===== src/rtl/mem_lsu_pkg.sv =====
// Shared types and constants for the load/store unit.
//   lsu_op_t    : {store, funct3} operation encoding seen on i_op
//   lsu_state_t : LSU control FSM states
//   BYTE_LANES  : byte lanes per data word
package mem_lsu_pkg;

  localparam int unsigned LSU_DATA_SIZE = 32;
  localparam int unsigned BYTE_LANES    = LSU_DATA_SIZE / 8;

  typedef enum logic [3:0] {
    LB  = 4'b0000,
    LH  = 4'b0001,
    LW  = 4'b0010,
    LBU = 4'b0100,
    LHU = 4'b0101,
    SB  = 4'b1000,
    SH  = 4'b1001,
    SW  = 4'b1010
  } lsu_op_t;

  typedef enum logic [2:0] {
    StIdle,
    StReq,
    StWait,
    StRmwRdReq,
    StRmwRdWait,
    StRmwWrReq,
    StDone,
    StFault
  } lsu_state_t;

endpackage


===== src/rtl/mem_lsu_format.sv =====
// Combinational datapath helpers for the load/store unit.
//   chk_op_i/chk_addr_i -> misaligned_o : alignment and encoding check for a new op
//   op_i/addr_i/word_i  -> load_data_o  : byte/halfword extract with sign/zero extend
//   op_i/addr_i/word_i/wdata_i -> merged_o : sub-word store merged into the old word
module mem_lsu_format
  import mem_lsu_pkg::*;
(
  input  logic [3:0]  chk_op_i,
  input  logic [1:0]  chk_addr_i,
  output logic        misaligned_o,
  input  logic [3:0]  op_i,
  input  logic [1:0]  addr_i,
  input  logic [31:0] word_i,
  input  logic [31:0] wdata_i,
  output logic [31:0] load_data_o,
  output logic [31:0] merged_o
);

  logic [7:0]  byte_sel;
  logic [15:0] half_sel;

  // Unknown encodings are reported as faults so they never reach the cache.
  always_comb begin
    misaligned_o = 1'b1;
    case (chk_op_i)
      LB, LBU, SB: misaligned_o = 1'b0;
      LH, LHU, SH: misaligned_o = chk_addr_i[0];
      LW, SW:      misaligned_o = |chk_addr_i;
      default:     misaligned_o = 1'b1;
    endcase
  end

  assign byte_sel = word_i[{addr_i, 3'b000} +: 8];
  assign half_sel = word_i[{addr_i[1], 4'b0000} +: 16];

  always_comb begin
    load_data_o = word_i;
    case (op_i)
      LB:      load_data_o = {{24{byte_sel[7]}}, byte_sel};
      LBU:     load_data_o = {24'h000000, byte_sel};
      LH:      load_data_o = {{16{half_sel[15]}}, half_sel};
      LHU:     load_data_o = {16'h0000, half_sel};
      default: load_data_o = word_i;
    endcase
  end

  // SB writes wdata[7:0] into one lane; SH writes wdata[15:0] into a lane pair.
  always_comb begin
    merged_o = word_i;
    for (int unsigned i = 0; i < BYTE_LANES; i++) begin
      if (op_i == SB) begin
        if (addr_i == i[1:0]) merged_o[8*i +: 8] = wdata_i[7:0];
      end else if (op_i == SH) begin
        if (addr_i[1] == i[1]) merged_o[8*i +: 8] = wdata_i[8*(i%2) +: 8];
      end
    end
  end

endmodule


===== src/rtl/mem_lsu.sv =====
// Load/store unit between the execute pipeline and the data cache controller.
// Accepts one op at a time (i_valid && o_ready), issues at most one outstanding
// cache request, performs read-modify-write for SB/SH, and signals completion
// with a one-cycle o_valid pulse carrying o_rdata/o_rd/o_misaligned.
//   Pipeline side : i_valid, o_ready, i_addr, i_wdata, i_op, i_rd,
//                   o_valid, o_rdata, o_rd, o_misaligned
//   Cache side    : o_req, o_req_write, o_addr, o_store_data, i_req_ready,
//                   i_data_valid, i_data
module mem_lsu
  import mem_lsu_pkg::*;
#(
  parameter int unsigned ADDR_SIZE = 32,
  parameter int unsigned DATA_SIZE = 32
) (
  input  logic                 i_clk,
  input  logic                 i_areset,
  input  logic                 i_valid,
  output logic                 o_ready,
  input  logic [ADDR_SIZE-1:0] i_addr,
  input  logic [DATA_SIZE-1:0] i_wdata,
  input  logic [3:0]           i_op,
  input  logic [4:0]           i_rd,
  output logic                 o_valid,
  output logic [DATA_SIZE-1:0] o_rdata,
  output logic [4:0]           o_rd,
  output logic                 o_misaligned,
  output logic                 o_req,
  output logic                 o_req_write,
  output logic [ADDR_SIZE-1:0] o_addr,
  output logic [DATA_SIZE-1:0] o_store_data,
  input  logic                 i_req_ready,
  input  logic                 i_data_valid,
  input  logic [DATA_SIZE-1:0] i_data
);

  lsu_state_t           state_q;
  logic [ADDR_SIZE-1:0] addr_q;
  logic [3:0]           op_q;
  logic [4:0]           rd_q;
  // Holds store data; overwritten by the merged word during read-modify-write.
  logic [DATA_SIZE-1:0] store_q;
  logic [DATA_SIZE-1:0] rdata_q;

  logic                 new_misaligned;
  logic [DATA_SIZE-1:0] fmt_load;
  logic [DATA_SIZE-1:0] fmt_merged;

  mem_lsu_format u_format (
    .chk_op_i     (i_op),
    .chk_addr_i   (i_addr[1:0]),
    .misaligned_o (new_misaligned),
    .op_i         (op_q),
    .addr_i       (addr_q[1:0]),
    .word_i       (i_data),
    .wdata_i      (store_q),
    .load_data_o  (fmt_load),
    .merged_o     (fmt_merged)
  );

  always_ff @(posedge i_clk or posedge i_areset) begin
    if (i_areset) begin
      state_q <= StIdle;
      addr_q  <= '0;
      op_q    <= '0;
      rd_q    <= '0;
      store_q <= '0;
      rdata_q <= '0;
    end else begin
      unique case (state_q)
        StIdle: begin
          if (i_valid) begin
            addr_q  <= i_addr;
            op_q    <= i_op;
            rd_q    <= i_rd;
            store_q <= i_wdata;
            if (new_misaligned) begin
              rdata_q <= '0;
              state_q <= StFault;
            end else if (i_op == SB || i_op == SH) begin
              state_q <= StRmwRdReq;
            end else begin
              state_q <= StReq;
            end
          end
        end
        StReq: begin
          if (i_req_ready) state_q <= StWait;
        end
        StWait: begin
          if (i_data_valid) begin
            rdata_q <= op_q[3] ? '0 : fmt_load;
            state_q <= StDone;
          end
        end
        StRmwRdReq: begin
          if (i_req_ready) state_q <= StRmwRdWait;
        end
        StRmwRdWait: begin
          if (i_data_valid) begin
            store_q <= fmt_merged;
            state_q <= StRmwWrReq;
          end
        end
        StRmwWrReq: begin
          if (i_req_ready) state_q <= StWait;
        end
        StDone:  state_q <= StIdle;
        StFault: state_q <= StIdle;
        default: state_q <= StIdle;
      endcase
    end
  end

  // All handshake outputs decode directly from the state register.
  always_comb begin
    o_ready      = (state_q == StIdle);
    o_req        = (state_q == StReq) || (state_q == StRmwRdReq) || (state_q == StRmwWrReq);
    o_req_write  = ((state_q == StReq) && op_q[3]) || (state_q == StRmwWrReq);
    o_addr       = {addr_q[ADDR_SIZE-1:2], 2'b00};
    o_store_data = o_req_write ? store_q : '0;
    o_valid      = (state_q == StDone) || (state_q == StFault);
    o_misaligned = (state_q == StFault);
    o_rdata      = rdata_q;
    o_rd         = rd_q;
  end

endmodule


===== config.mk =====
export PLATFORM = sky130hd
export DESIGN_NAME = mem_lsu
export DESIGN_NICKNAME = d
export VERILOG_FILES = /design/src/rtl/mem_lsu_pkg.sv /design/src/rtl/mem_lsu_format.sv /design/src/rtl/mem_lsu.sv
export SDC_FILE = /design/constraint.sdc
export NUM_CORES = 1
export LEC_CHECK = 0
export ABC_AREA = 1
export BUFFER_PORTS_ARGS = -buffer_cell sky130_fd_sc_hd__buf_4
export CAP_MARGIN = 40
export CORE_MARGIN = 1.5
export CORE_UTILIZATION = 47
export CTS_CLUSTER_SIZE = 28
export DETAILED_ROUTE_END_ITERATION = 8
export PLACE_DENSITY = 0.81
export SYNTH_ARGS = -nofsm -noshare
export SYNTH_HDL_FRONTEND = slang
export SYNTH_SLANG_ARGS = --single-unit

===== constraint.sdc =====
create_clock -name i_clk -period 3.1 [get_ports i_clk]
set_clock_uncertainty 0.05 [all_clocks]
set_input_delay 0.31 -clock i_clk [delete_from_list [all_inputs] [get_ports i_clk]]
set_output_delay 0.31 -clock i_clk [all_outputs]
set_load 0.01 [all_outputs]

==> results.json <==
{
  "status": "finished, final reports clean",
  "cp.arrival_ns": 2.65,
  "n_antenna_cell": 0,
  "path_max_fanout": 43,
  "via_per_inst": 5.19,
  "clockBufferDepth": 2,
  "postCtsSetupBuffers": 0,
  "syn-mean-instance-area_sq_um": 7.06,
  "io_pins": 216,
  "fin_nets": 1244,
  "drc_errors": 0,
  "grt_max_degree": 48,
  "slew_violations": 0,
  "core-area_sq_um": 14400,
  "worstHoldPathType": "in -> reg",
  "ys_seq_elements": 108,
  "fin_tns_setup_ns": 0,
  "antenna_left": 0,
  "leakage_uw": 0.00483,
  "rsz0062_at_grt": "no",
  "postRouteWirelength_mm": 20.5,
  "synthCells": 978,
  "die_h_um": 124,
  "grt_pass1_wl_mm": 31.4,
  "drt_pass1_iterations": 7,
  "critPathKind": "reg -> reg",
  "ys_types": 31,
  "setup-violations-final": 0,
  "placed_cells": 1306,
  "start_util_pct": 47.9,
  "cts_tree": "built",
  "path_cells": "nor2_2, nand2_2, inv_4, nand2_2, nand2_4, nand2_4, inv_4, nand2_4, nand2_1, nand2_1",
  "gp_congestion": 1.01,
  "synthAdderAreaFrac_pct": 0,
  "final_cells": 1323,
  "synth_top_family_by_area": "simple AND/OR/NAND/NOR gates",
  "wl_per_cell_um": 15.5,
  "port_buffers": 213,
  "cp.required_ns": 3.30,
  "max_freq_mhz": 408,
  "tightest_slew_ns": 0.842,
  "max_cap_viol_count": 0,
  "grt_pass1_vias": 6143,
  "finalHoldViolCount": 0,
  "die-width_um": 124,
  "startpoint_type": "flip-flop",
  "num_vias": 6868,
  "power_density_nw_per_um2": 940,
  "cp-end-kind": "flip-flop",
  "synth-xor-area-share_pct": 0,
  "worst_skew_pair.late_latency_ns": 0.36,
  "synth_top_area_share_pct": 39.2,
  "synthSimpleGateAreaFrac_pct": 31.4,
  "place_ws_ns": 0.690,
  "place_hpwl_mm": 15.4,
  "area_growth_pct": 24.8,
  "final_common_cell": "nand2_1",
  "fin_crit_sh_pct": 79.0,
  "grtUsageTotal_pct": 26.7,
  "crit_top_cell": "nand2_4",
  "netlist_area_sq_um": 6900,
  "cts_made_buffers": 9,
  "synth.area.top_cells": "dfrtp_1 39%, nand2_1 16%, nor2_1 7.1%, nand3_1 4.9%, inv_1 4.8%",
  "rows": 44,
  "fin_crit_ns": 2.45,
  "slowest_stage": "dfrtp_1",
  "cpPeakStageDelay_ns": 0.47,
  "synth_compound_area_share_pct": 10.3,
  "setup_ws_ns": 0.650,
  "antenna_found_initial": 0,
  "die_area_sq_um": 15400,
  "drive_gt1_share_pct": 26.8,
  "cts_root_buffer": "clkbuf_16",
  "relSlewSlack_pct": 43.9,
  "htreeDepth": 3,
  "yosysWarningCount": 0,
  "initialDrtViolationCount": 467,
  "peakVddDrop_mv": 0.469,
  "path_clk_slew_ns": 0.07,
  "globalRouteOverflowTotal": 0,
  "synthMuxAreaShare_pct": 6.69,
  "cts_sinks": 108,
  "most-common-layout-cells": "301 x nand2_1, 219 x buf_4, 130 x nor2_1",
  "yosysTopAreaCell": "dfrtp_1",
  "yosysSeqAreaShare_pct": 39.2
}
synthesized netlist by cell type:
cell type and instances:
a21oi_1 55, a21oi_2 1, a31oi_1 1, buf_1 2
buf_2 23, buf_4 36, buf_6 4, clkbuf_1 12
conb_1 1, dfrtp_1 108, inv_1 88, inv_2 8
inv_4 2, mux2_2 17, mux2_4 18, nand2_1 301
nand2_2 8, nand2_4 4, nand3_1 68, nand3_2 1
nand3_4 1, nand3b_1 1, nand4_2 2, nor2_1 130
nor2_2 2, nor2_4 2, nor2_8 1, o21ai_0 58
o21ai_1 21, o21ai_2 1, o21ai_4 1
logic make-up after synthesis:
family	after synthesis
simple gates	521
other cells	1
buf+inv	175
mux	35
flops	108
compound gates	138
worst max-delay path, delay by kind of cell, from the launching register on:
family,cells,cell delay (ns)
buffers and inverters,2,0.60
flip-flops,1,0.47
AND/OR/NAND/NOR,8,1.20
path summary, 6_finish.rpt:
kind | endpoint | depth (start not counted) | start | slack [ns]
max reg2reg | store_q[0] | 10 | state_q[1] | 0.65
max | store_q[0] | 10 | state_q[1] | 0.65
max in group asynchronous | addr_q[4] | 4 | i_areset | 1.75
min | addr_q[6] | 2 | i_addr[6] | 0.12
min in group asynchronous | store_q[31] | 3 | i_areset | 0.52
min reg2reg | store_q[27] | 2 | store_q[27] | 0.43
per-layer routing:
layer / share of wire [%] / up-vias / track usage, %
li1: - / 3347 / -
met1: 40 / 3116 / 34.2
met2: 46 / 351 / 42.0
met3: 11 / 54 / 7.55
met4: 3.5 / 0 / 11.9
met5: 0 / - / 0
report_power, final:
group	switching [uW]	internal (uW)	leakage [uW]
Clock	530	591	0.000136
Sequential	420	2060	0.00135
Combinational	2720	1780	0.00335
Total	3670	4430	0.00483
per-stage QoR:
stage,cell area (sq um),hold WS (ns),utilization (%),total power [uW]
global route,8620,0.117,59.7,8740
CTS,8620,0.118,59.7,8110
global placement,8330,0.359,57.7,6870
floorplan,6910,0.392,-,5710
detailed placement,8330,0.360,57.7,6960
finish,8620,0.125,59.7,8100
final cells by class:
| cell class | instances | area (sq um) |
|---|---|---|
| sequential | 108 | 2700 |
| clock inverter | 3 | 21.3 |
| timing repair buffer | 221 | 1670 |
| tap | 184 | 230 |
| fill | 1370 | 5810 |
| inverter | 98 | 377 |
| clock buffer | 13 | 260 |
| multi-input combinational | 696 | 3350 |
state kept, by name, summed over array words and instances (netlist names):
name     flops
addr_q      32
o_rd         5
o_rdata     32
op_q         4
state_q      3
store_q     32
what timing repair did:
item,4_1_cts,5_1_grt
endpoints found under the hold margin,22,0
hold buffers,1,0
resized for setup,0,0
Note: power is estimated with default switching activity, not from simulation.
